[src/rtl/approx_mac_pkg.sv]
// rtl/approx_mac_pkg.sv - shared types, widths and saturating add for the product accumulator
package approx_mac_pkg;

    localparam int PROD_W    = 16;
    localparam int MAX_ACC_W = 64;

    typedef enum logic {
        ACCUM = 1'b0,
        HOLD  = 1'b1
    } acc_state_e;

    // Unsigned add of two acc_w-bit values carried in MAX_ACC_W-bit containers.
    // Bit MAX_ACC_W of the result is the overflow flag; the low bits hold the
    // sum clamped to 2^acc_w - 1 when the true sum does not fit.
    function automatic logic [MAX_ACC_W:0] sat_add(
        input logic [MAX_ACC_W-1:0] a,
        input logic [MAX_ACC_W-1:0] b,
        input int unsigned          acc_w
    );
        logic [MAX_ACC_W:0] full;
        logic [MAX_ACC_W:0] limit;
        full  = {1'b0, a} + {1'b0, b};
        limit = ({{MAX_ACC_W{1'b0}}, 1'b1} << acc_w) - {{MAX_ACC_W{1'b0}}, 1'b1};
        if (full > limit) begin
            return {1'b1, limit[MAX_ACC_W-1:0]};
        end
        return {1'b0, full[MAX_ACC_W-1:0]};
    endfunction

endpackage

[src/rtl/approx_prod_accumulator_if.sv]
// rtl/approx_prod_accumulator_if.sv - product-in / result-out handshake bundle
interface approx_prod_accumulator_if #(
    parameter int ACC_W   = 24,
    parameter int TERMS_W = 9
);
    import approx_mac_pkg::*;

    logic              prod_valid;
    logic              prod_ready;
    logic [PROD_W-1:0] prod;
    logic              prod_last;
    logic              acc_valid;
    logic              acc_ready;
    logic [ACC_W-1:0]  acc_sum;
    logic [TERMS_W-1:0] acc_terms;
    logic              acc_sat;
    logic              acc_forced;

    // Upstream multiplier / downstream consumer side
    modport master (
        output prod_valid, prod, prod_last, acc_ready,
        input  prod_ready, acc_valid, acc_sum, acc_terms, acc_sat, acc_forced
    );

    // Accumulator side
    modport slave (
        input  prod_valid, prod, prod_last, acc_ready,
        output prod_ready, acc_valid, acc_sum, acc_terms, acc_sat, acc_forced
    );

endinterface

[src/rtl/sat_accum_reg.sv]
// rtl/sat_accum_reg.sv - running sum register with saturating adder and sticky saturation flag
module sat_accum_reg
    import approx_mac_pkg::*;
#(
    parameter int ACC_W = 24
) (
    input  logic              clk,
    input  logic              rst_n,
    input  logic              beat,
    input  logic              clear,
    input  logic [PROD_W-1:0] prod,
    output logic [ACC_W-1:0]  sum_next,
    output logic              sat_next
);

    logic [ACC_W-1:0]   sum_q;
    logic               sat_q;
    logic [MAX_ACC_W:0] add_res;
    logic               unused_hi;

    // Sum including the current beat; the closing beat's value leaves through sum_next
    always_comb begin
        add_res   = sat_add(MAX_ACC_W'(sum_q), MAX_ACC_W'(prod), ACC_W);
        sum_next  = add_res[ACC_W-1:0];
        sat_next  = sat_q | add_res[MAX_ACC_W];
        unused_hi = ^(add_res >> ACC_W);
    end

    // Advance on every accepted beat; a closing beat restarts the window from zero
    always_ff @(posedge clk or negedge rst_n) begin
        if (!rst_n) begin
            sum_q <= '0;
            sat_q <= 1'b0;
        end else if (beat) begin
            if (clear) begin
                sum_q <= '0;
                sat_q <= 1'b0;
            end else begin
                sum_q <= sum_next;
                sat_q <= sat_next;
            end
        end
    end

endmodule

[src/rtl/approx_prod_accumulator.sv]
// rtl/approx_prod_accumulator.sv - windowed saturating sum of approximate-multiplier products
module approx_prod_accumulator
    import approx_mac_pkg::*;
#(
    parameter int ACC_W     = 24,
    parameter int MAX_TERMS = 256
) (
    input  logic                      clk,
    input  logic                      rst_n,
    approx_prod_accumulator_if.slave  bus
);

    localparam int TERMS_W = $clog2(MAX_TERMS + 1);

    acc_state_e         state;
    logic [TERMS_W-1:0] terms_q;
    logic [TERMS_W-1:0] terms_next;
    logic               accept;
    logic               limit_hit;
    logic               close;
    logic [ACC_W-1:0]   sum_next;
    logic               sat_next;

    logic               acc_valid_q;
    logic [ACC_W-1:0]   acc_sum_q;
    logic [TERMS_W-1:0] acc_terms_q;
    logic               acc_sat_q;
    logic               acc_forced_q;

    // Beat acceptance and window-close decode
    always_comb begin
        accept     = bus.prod_valid && (state == ACCUM);
        terms_next = terms_q + TERMS_W'(1);
        limit_hit  = (terms_next == TERMS_W'(MAX_TERMS));
        close      = accept && (bus.prod_last || limit_hit);
    end

    sat_accum_reg #(
        .ACC_W (ACC_W)
    ) u_sat_accum_reg (
        .clk      (clk),
        .rst_n    (rst_n),
        .beat     (accept),
        .clear    (close),
        .prod     (bus.prod),
        .sum_next (sum_next),
        .sat_next (sat_next)
    );

    // Window FSM: count terms, capture the result on close, hold it until taken
    always_ff @(posedge clk or negedge rst_n) begin
        if (!rst_n) begin
            state        <= ACCUM;
            terms_q      <= '0;
            acc_valid_q  <= 1'b0;
            acc_sum_q    <= '0;
            acc_terms_q  <= '0;
            acc_sat_q    <= 1'b0;
            acc_forced_q <= 1'b0;
        end else begin
            case (state)
                ACCUM: begin
                    if (accept) begin
                        if (close) begin
                            acc_valid_q  <= 1'b1;
                            acc_sum_q    <= sum_next;
                            acc_terms_q  <= terms_next;
                            acc_sat_q    <= sat_next;
                            acc_forced_q <= limit_hit && !bus.prod_last;
                            terms_q      <= '0;
                            state        <= HOLD;
                        end else begin
                            terms_q <= terms_next;
                        end
                    end
                end
                HOLD: begin
                    if (bus.acc_ready) begin
                        acc_valid_q <= 1'b0;
                        state       <= ACCUM;
                    end
                end
                default: state <= ACCUM;
            endcase
        end
    end

    assign bus.prod_ready = (state == ACCUM);
    assign bus.acc_valid  = acc_valid_q;
    assign bus.acc_sum    = acc_sum_q;
    assign bus.acc_terms  = acc_terms_q;
    assign bus.acc_sat    = acc_sat_q;
    assign bus.acc_forced = acc_forced_q;

endmodule
[src/flat_wrapper.sv]
// flat-port wrapper written by rule: the top's interface ports become plain ports
module approx_prod_accumulator_flat import approx_mac_pkg::*;
#(
    parameter int ACC_W     = 24,
    parameter int MAX_TERMS = 256
)
  (clk, rst_n, bus_prod_valid, bus_prod, bus_prod_last, bus_acc_ready, bus_prod_ready, bus_acc_valid, bus_acc_sum, bus_acc_terms, bus_acc_sat, bus_acc_forced);
  approx_prod_accumulator_if #(.ACC_W(ACC_W)) bus_i ();
  input  logic clk;
  input  logic rst_n;
  input wire logic [$bits(bus_i.prod_valid)-1:0] bus_prod_valid;
  input wire logic [$bits(bus_i.prod)-1:0] bus_prod;
  input wire logic [$bits(bus_i.prod_last)-1:0] bus_prod_last;
  input wire logic [$bits(bus_i.acc_ready)-1:0] bus_acc_ready;
  output wire logic [$bits(bus_i.prod_ready)-1:0] bus_prod_ready;
  output wire logic [$bits(bus_i.acc_valid)-1:0] bus_acc_valid;
  output wire logic [$bits(bus_i.acc_sum)-1:0] bus_acc_sum;
  output wire logic [$bits(bus_i.acc_terms)-1:0] bus_acc_terms;
  output wire logic [$bits(bus_i.acc_sat)-1:0] bus_acc_sat;
  output wire logic [$bits(bus_i.acc_forced)-1:0] bus_acc_forced;
  assign bus_i.prod_valid = bus_prod_valid;
  assign bus_i.prod = bus_prod;
  assign bus_i.prod_last = bus_prod_last;
  assign bus_i.acc_ready = bus_acc_ready;
  assign bus_prod_ready = bus_i.prod_ready;
  assign bus_acc_valid = bus_i.acc_valid;
  assign bus_acc_sum = bus_i.acc_sum;
  assign bus_acc_terms = bus_i.acc_terms;
  assign bus_acc_sat = bus_i.acc_sat;
  assign bus_acc_forced = bus_i.acc_forced;
  approx_prod_accumulator #(.ACC_W(ACC_W), .MAX_TERMS(MAX_TERMS)) u_core (.clk(clk), .rst_n(rst_n), .bus(bus_i));
endmodule
[config.mk]
export PLATFORM = sky130hd
export DESIGN_NAME = approx_prod_accumulator_flat
export DESIGN_NICKNAME = d
export VERILOG_FILES = /design/src/rtl/approx_mac_pkg.sv /design/src/rtl/approx_prod_accumulator_if.sv /design/src/rtl/sat_accum_reg.sv /design/src/rtl/approx_prod_accumulator.sv /design/src/flat_wrapper.sv
export SDC_FILE = /design/constraint.sdc
export NUM_CORES = 1
export LEC_CHECK = 0
export BUFFER_PORTS_ARGS = -buffer_cell sky130_fd_sc_hd__buf_4
export CAP_MARGIN = 25
export CELL_PAD_IN_SITES_DETAIL_PLACEMENT = 0
export CELL_PAD_IN_SITES_GLOBAL_PLACEMENT = 1
export CORE_ASPECT_RATIO = 1.4
export CORE_MARGIN = 5
export CORE_UTILIZATION = 35
export DETAILED_ROUTE_END_ITERATION = 6
export GPL_TIMING_DRIVEN = 1
export PLACE_DENSITY_LB_ADDON = 0.1
export SYNTH_ARGS = -nofsm -noshare
export SYNTH_HDL_FRONTEND = slang
export SYNTH_SLANG_ARGS = --single-unit
[constraint.sdc]
create_clock -name clk -period 3.4 [get_ports clk]
set_clock_uncertainty 0.1 [all_clocks]
set_input_delay 0.34 -clock clk [delete_from_list [all_inputs] [get_ports clk]]
set_output_delay 0.34 -clock clk [all_outputs]
set_load 0.01 [all_outputs]
**Yosys cells after proc, flatten, opt, wreduce, memory -nomap -nowiden**

Cells that the tools add are included.

- Add/sub/neg operators: 2
- $lt $le $gt $ge: 1
- Bitwise operators: 2
- Multiplexer cells: 14
- Reductions and logical operators: 8
- Equality and inequality tests: 4

Operator list:

| operator | number |
|---|---|
| $mux 65 | 2 |
| $gt 65x24->1 const B | 1 |
| $add 24x16->25 | 1 |
| $mux 24 | 1 |
| $add 9x1->9 const B | 1 |
| $eq 9x9->1 const B | 1 |
| $mux 9 | 1 |
| $mux 1 | 8 |
| $reduce_and 3->1 | 2 |
| $ne 2x1->1 const B | 2 |
| $pmux 1 s2 | 2 |
| $logic_and 1x1->1 | 3 |
| $ne 2x2->1 const B | 1 |
| $reduce_and 2->1 | 1 |
| $logic_not 1->1 | 1 |
| $logic_or 1x1->1 | 1 |
| $not 1->1 | 1 |
| $or 1x1->1 | 1 |

- Bits of input ports: 21
- Flip-flop bits (word level): 71
- Output and inout port bits: 37

**Longest topological paths before layout**

- Depth after elaboration: 7
- Depth in mapped cells: 12
- Mapped depth without buffers: 10

**Cells and area by module**

From an unflattened synthesis, not the netlist that was laid out.

- Cells, all modules: 436
- Area total of the unflattened synthesis: 4330.4 µm²

By module, submodules not included:

| module | instances | area an instance (µm²) | cells each |
|---|---|---|---|
| sat_accum_reg | 1 | 2274.7 | 280 |
| approx_prod_accumulator | 1 | 2055.7 | 156 |

**Worst setup path before layout**

Ideal clock, no wire load.

- Kind: input to register
- Start point: input port bus_prod[0]
- End point: register u_core.u_sat_accum_reg.sum_q[1]
- Stages on the path: 11
- Setup time: 64 ps
- Data required time: 3236 ps
- Path slack: 982 ps
- Arrival time: 2254 ps
- Path buffers: 1
- Cells stage by stage: ha_1 -> inv_1 -> fa_1 -> nor2b_1 -> o2111ai_1 -> a211oi_1 -> o2111a_1 -> o21bai_2 -> buf_2 -> a21oi_1 -> a21o_1

- Word-level cells in the longest chain between the ends: 5

RTL lines:

| item | line | source |
|---|---|---|
| from (decl) | flat_wrapper.sv:12 | `input wire logic [$bits(bus_i.prod)-1:0] bus_prod;` |
| $add 24x16->25 * | approx_mac_pkg.sv:22 | `full = {1'b0, a} + {1'b0, b};` |
| $gt 65x24->1 | approx_mac_pkg.sv:24 | `if (full > limit) begin` |
| $mux 1 | approx_mac_pkg.sv:24 |  |
| $mux 65 * | approx_mac_pkg.sv:27 | `return {1'b0, full[MAX_ACC_W-1:0]};` |
| $mux 24 * | sat_accum_reg.sv:35 | `if (clear) begin` |
| to (signal assigned) | sat_accum_reg.sv:39 | `sum_q <= sum_next;` |
| to (decl) | sat_accum_reg.sv:16 | `logic [ACC_W-1:0] sum_q;` |

Every way passes the cells marked *; elsewhere a longest branch is shown, timed or not.
A chain may end at the register's enable or synchronous reset.

**Worst setup path after layout**

- Start point: register u_core.terms_q[0]
- End point: register u_core.acc_sum_q[6] (netlist: u_core.bus.acc_sum[6])

- Word-level cells in the longest chain between the ends: 5

RTL lines:

| item | line | source |
|---|---|---|
| from (decl) | approx_prod_accumulator.sv:16 | `logic [TERMS_W-1:0] terms_q;` |
| from (signal assigned) | approx_prod_accumulator.sv:73 | `terms_q <= terms_next;` |
| $add 9x1->9 | approx_prod_accumulator.sv:33 | `terms_next = terms_q + TERMS_W'(1);` |
| $eq 9x9->1 | approx_prod_accumulator.sv:34 | `limit_hit = (terms_next == TERMS_W'(MAX_TERMS));` |
| $logic_or 1x1->1 | approx_prod_accumulator.sv:35 | `close = accept && (bus.prod_last \|\| limit_hit);` |
| $logic_and 1x1->1 | approx_prod_accumulator.sv:35 |  |
| $reduce_and 3->1 (no source line) | - |  |
| to (signal assigned) | approx_prod_accumulator.sv:66 | `acc_sum_q <= sum_next;` |
| to (decl) | approx_prod_accumulator.sv:25 | `logic [ACC_W-1:0] acc_sum_q;` |

Every way passes these cells.

==> out/qor.yml <==
drt:
  drc: 0
  ant_nets: 0
  vias_per_cell: 5.37
  first_iter_violations: 134
  first_pass_iters: 4
  wl_per_cell_um: 17.6
  vias: 3434
  wirelength_mm: 11.2
pwr:
  peakVddDrop_mv: 0.352
  powerDensity_mw_per_mm2: 724
  leakagePower_nw: 2.28
clock_tree:
  cts.htree.levels: 3
  clk_pin_slew_worst_paths_ns: 0.06
  cts.sinks: 71
  clock-root-buffer: "clkbuf_16"
  cts_tree: "yes"
  clock_latency_ns: 0.34
  cts_buffers: 9
  cts_resized: 0
  cts_buffer_depth: 2
die:
  core-area_mm2: 0.0118
  start_util_pct: 35.4
  die_w_um: 102
  fp.dieArea_mm2: 0.0142
  num_io_pins: 58
  rows: 47
  dieHeight_um: 139
yosys:
  async_flop_share_pct: 100
  syn_area_mm2: 0.00416
  synthDominantCellAreaShare_pct: 42.7
  syn_avg_cell_area_um2: 9.41
  postSynthCellCount: 442
  synth.area.top_cells: "dfrtp_1 43%, ha_1 5.4%, a21oi_1 4.6%"
  yosys.area.top_type: "dfrtp_1"
  ys_warn_count: 0
  syn_nets: 482
  yosysSeqAreaShare_pct: 42.7
  synth-main-ff-cell: "dfrtp_1"
  ys_ff_latch: 71
  synthDistinctLibCells: 57
  synth_edf_count: 0
timing:
  maxSlewViolCount: 0
  period_share_pct: 91.1
  finalSetupViolations: 0
  fmax_mhz: 323
  period_needed_ns: 3.10
  hold_slack_ns: 0.0760
  rsz0062_at_grt: "no"
  relSlewSlack_pct: 56.4
  hold_viol_final: 0
  setup_tns_ns: 0
  worstMarginPinSlew_ns: 0.653
  setup_ws_ns: 0.301
cells_and_area:
  nNetsFinal: 529
  n_antenna_cell: 0
  final_cell_mix: "71 x dfrtp_1, 65 x buf_4, 45 x nand2_1"
  fillers: 1243
  multi_input_area_mm2: 0.00215
  area_growth_pct: 18.5
  final_layout_size_suffix_gt1_share_pct: 18.7
  final-seq-area_mm2: 0.00178
  layout_commonest_cell: "dfrtp_1"
critical_path:
  path_buf_inv: 1
  slowest_delay_ns: 0.51
  crit_cells: 9
  crit_fanout: 19
  cp_top_family: "simple AND/OR/NAND/NOR gates"
  crit_chain: "ha_1 -> and4_1 -> and3_1 -> a31oi_2 -> o31ai_4 -> and2_1 -> buf_4 -> nor2_1 -> a31oi_1"
  end_kind: "register"
  critical_path_class: "register to register"
  r2r_cells: 9
  cp.required_ns: 3.56
  crit_slowest_cell: "dfrtp_1"
  cp-start-kind: "register"
  worstPathArrival_ns: 3.25
placed_design:
  io_buffer_count: 57
  place_ws_ns: 0.318
  routabilityCongestion: 0.797
  place_hpwl_mm: 7.98
min_path:
  hold_depth: 2
  min_path_type: "input pin to register"
grt:
  track_usage_pct: 17.0
  grt_antenna_before_repair: 0
  grt_pass1_vias: 3671
  grt_max_degree: 72
  grt_pass1_wl_mm: 19.0
  globalRouteOverflowTotal: 0
job:
  cap_violations: 0
status:
  status: "complete, no violations"
[cell families (layout without fill, tap and decap cells)]
group                    after synthesis  count (layout)  share of synthesized area, %
adder cells (fa/ha/maj)               19              19                          5.90
flip-flops                            71              71                          42.7
AO/OA/AOI/OAI                        169             169                          26.6
XOR/XNOR                              28              28                          5.90
buffers and inverters                 38              88                          5.48
AND/OR/NAND/NOR                      117             117                          13.4
[cell usage after synthesis, types with 2 or more instances]
master / instances
dfrtp_1: 71
nand2_1: 45
a21oi_1: 38
o21ai_0: 34
a31oi_1: 25
nor2_1: 25
a21o_1: 22
ha_1: 18
xnor2_1: 16
xor2_1: 12
buf_2: 10
o21ai_1: 10
clkbuf_1: 9
buf_6: 8
nand4_1: 8
inv_1: 7
nand3_1: 7
o22a_1: 6
and2_1: 5
and3_1: 5
a211oi_1: 4
a22o_1: 4
or2_1: 4
buf_4: 3
nor3_1: 3
o31ai_1: 3
a41oi_1: 2
and4_1: 2
nand2_2: 2
nand2b_1: 2
nor2b_1: 2
nor4_1: 2
o21bai_1: 2
o22ai_1: 2
o41ai_1: 2
[layer usage]
metal / global-route usage [%] / wire (um)
met1: 21.3 / 4780
met5: 0 / 0
met4: 7.12 / 233
met3: 2.16 / 431
met2: 28.9 / 5780
[through the flow]
| stage | std cells | util, % | total power [mW] | area (um2) |
|---|---|---|---|---|
| after CTS | 637 | 41.6 | 3.63 | 4890 |
| after floorplan | 442 | - | 2.22 | 4160 |
| after global placement | 623 | 39.4 | 2.73 | 4630 |
| after global routing | 639 | 41.9 | 3.86 | 4930 |
| final | 639 | 41.9 | 3.57 | 4930 |
| after detailed placement | 623 | 39.4 | 2.74 | 4630 |
[final cells by class]
type,instances,area share [%]
Timing Repair Buffer,67,10.7
Tap cell,147,3.73
Multi-Input combinational cell,333,43.7
Sequential cell,71,36.0
Clock inverter,4,0.482
Clock buffer,10,4.85
Inverter,7,0.533
[state kept, by name (all words and copies together) (netlist names)]
register and flops:
u_core.bus.acc_valid 1, u_core.state 1, u_core.u_sat_accum_reg.sat_q 1, u_core.u_sat_accum_reg.sum_q 24, u_core.bus.acc_forced 1, u_core.bus.acc_terms 9, u_core.bus.acc_sat 1, u_core.terms_q 9
u_core.bus.acc_sum 24
[report_power, final]
| group | switching, mW | total, mW | internal (mW) |
|---|---|---|---|
| Clock | 0.357 | 0.859 | 0.502 |
| Combinational | 0.830 | 1.48 | 0.655 |
| Sequential | 0.160 | 1.23 | 1.07 |
| Total | 1.35 | 3.57 | 2.22 |
[timing repair]
action                                 in CTS  in global routing
hold buffers                                0                  1
endpoints found under the hold margin       0                 44
setup buffers                               0                  0
[worst register-to-register path: stages (launching register included)]
cell and delay (ns):
dfrtp_1 0.51, ha_1 0.44, and4_1 0.33, and3_1 0.19, a31oi_2 0.06, o31ai_4 0.36
and2_1 0.50, buf_4 0.32, nor2_1 0.06, a31oi_1 0.15
[path summary, 6_finish.rpt]
check / from / end / slack (ns)
max: u_core.terms_q[0] / u_core.bus.acc_sum[6] / 0.30
min: bus_prod_last / u_core.bus.acc_forced / 0.08
max reg2reg: u_core.terms_q[0] / u_core.bus.acc_sum[6] / 0.30
min reg2reg: u_core.u_sat_accum_reg.sum_q[10] / u_core.u_sat_accum_reg.sum_q[10] / 0.38
max in group asynchronous: rst_n / u_core.terms_q[4] / 2.41
min in group asynchronous: rst_n / u_core.bus.acc_sum[23] / 0.25
No activity file was read; power rests on OpenSTA's default activity.
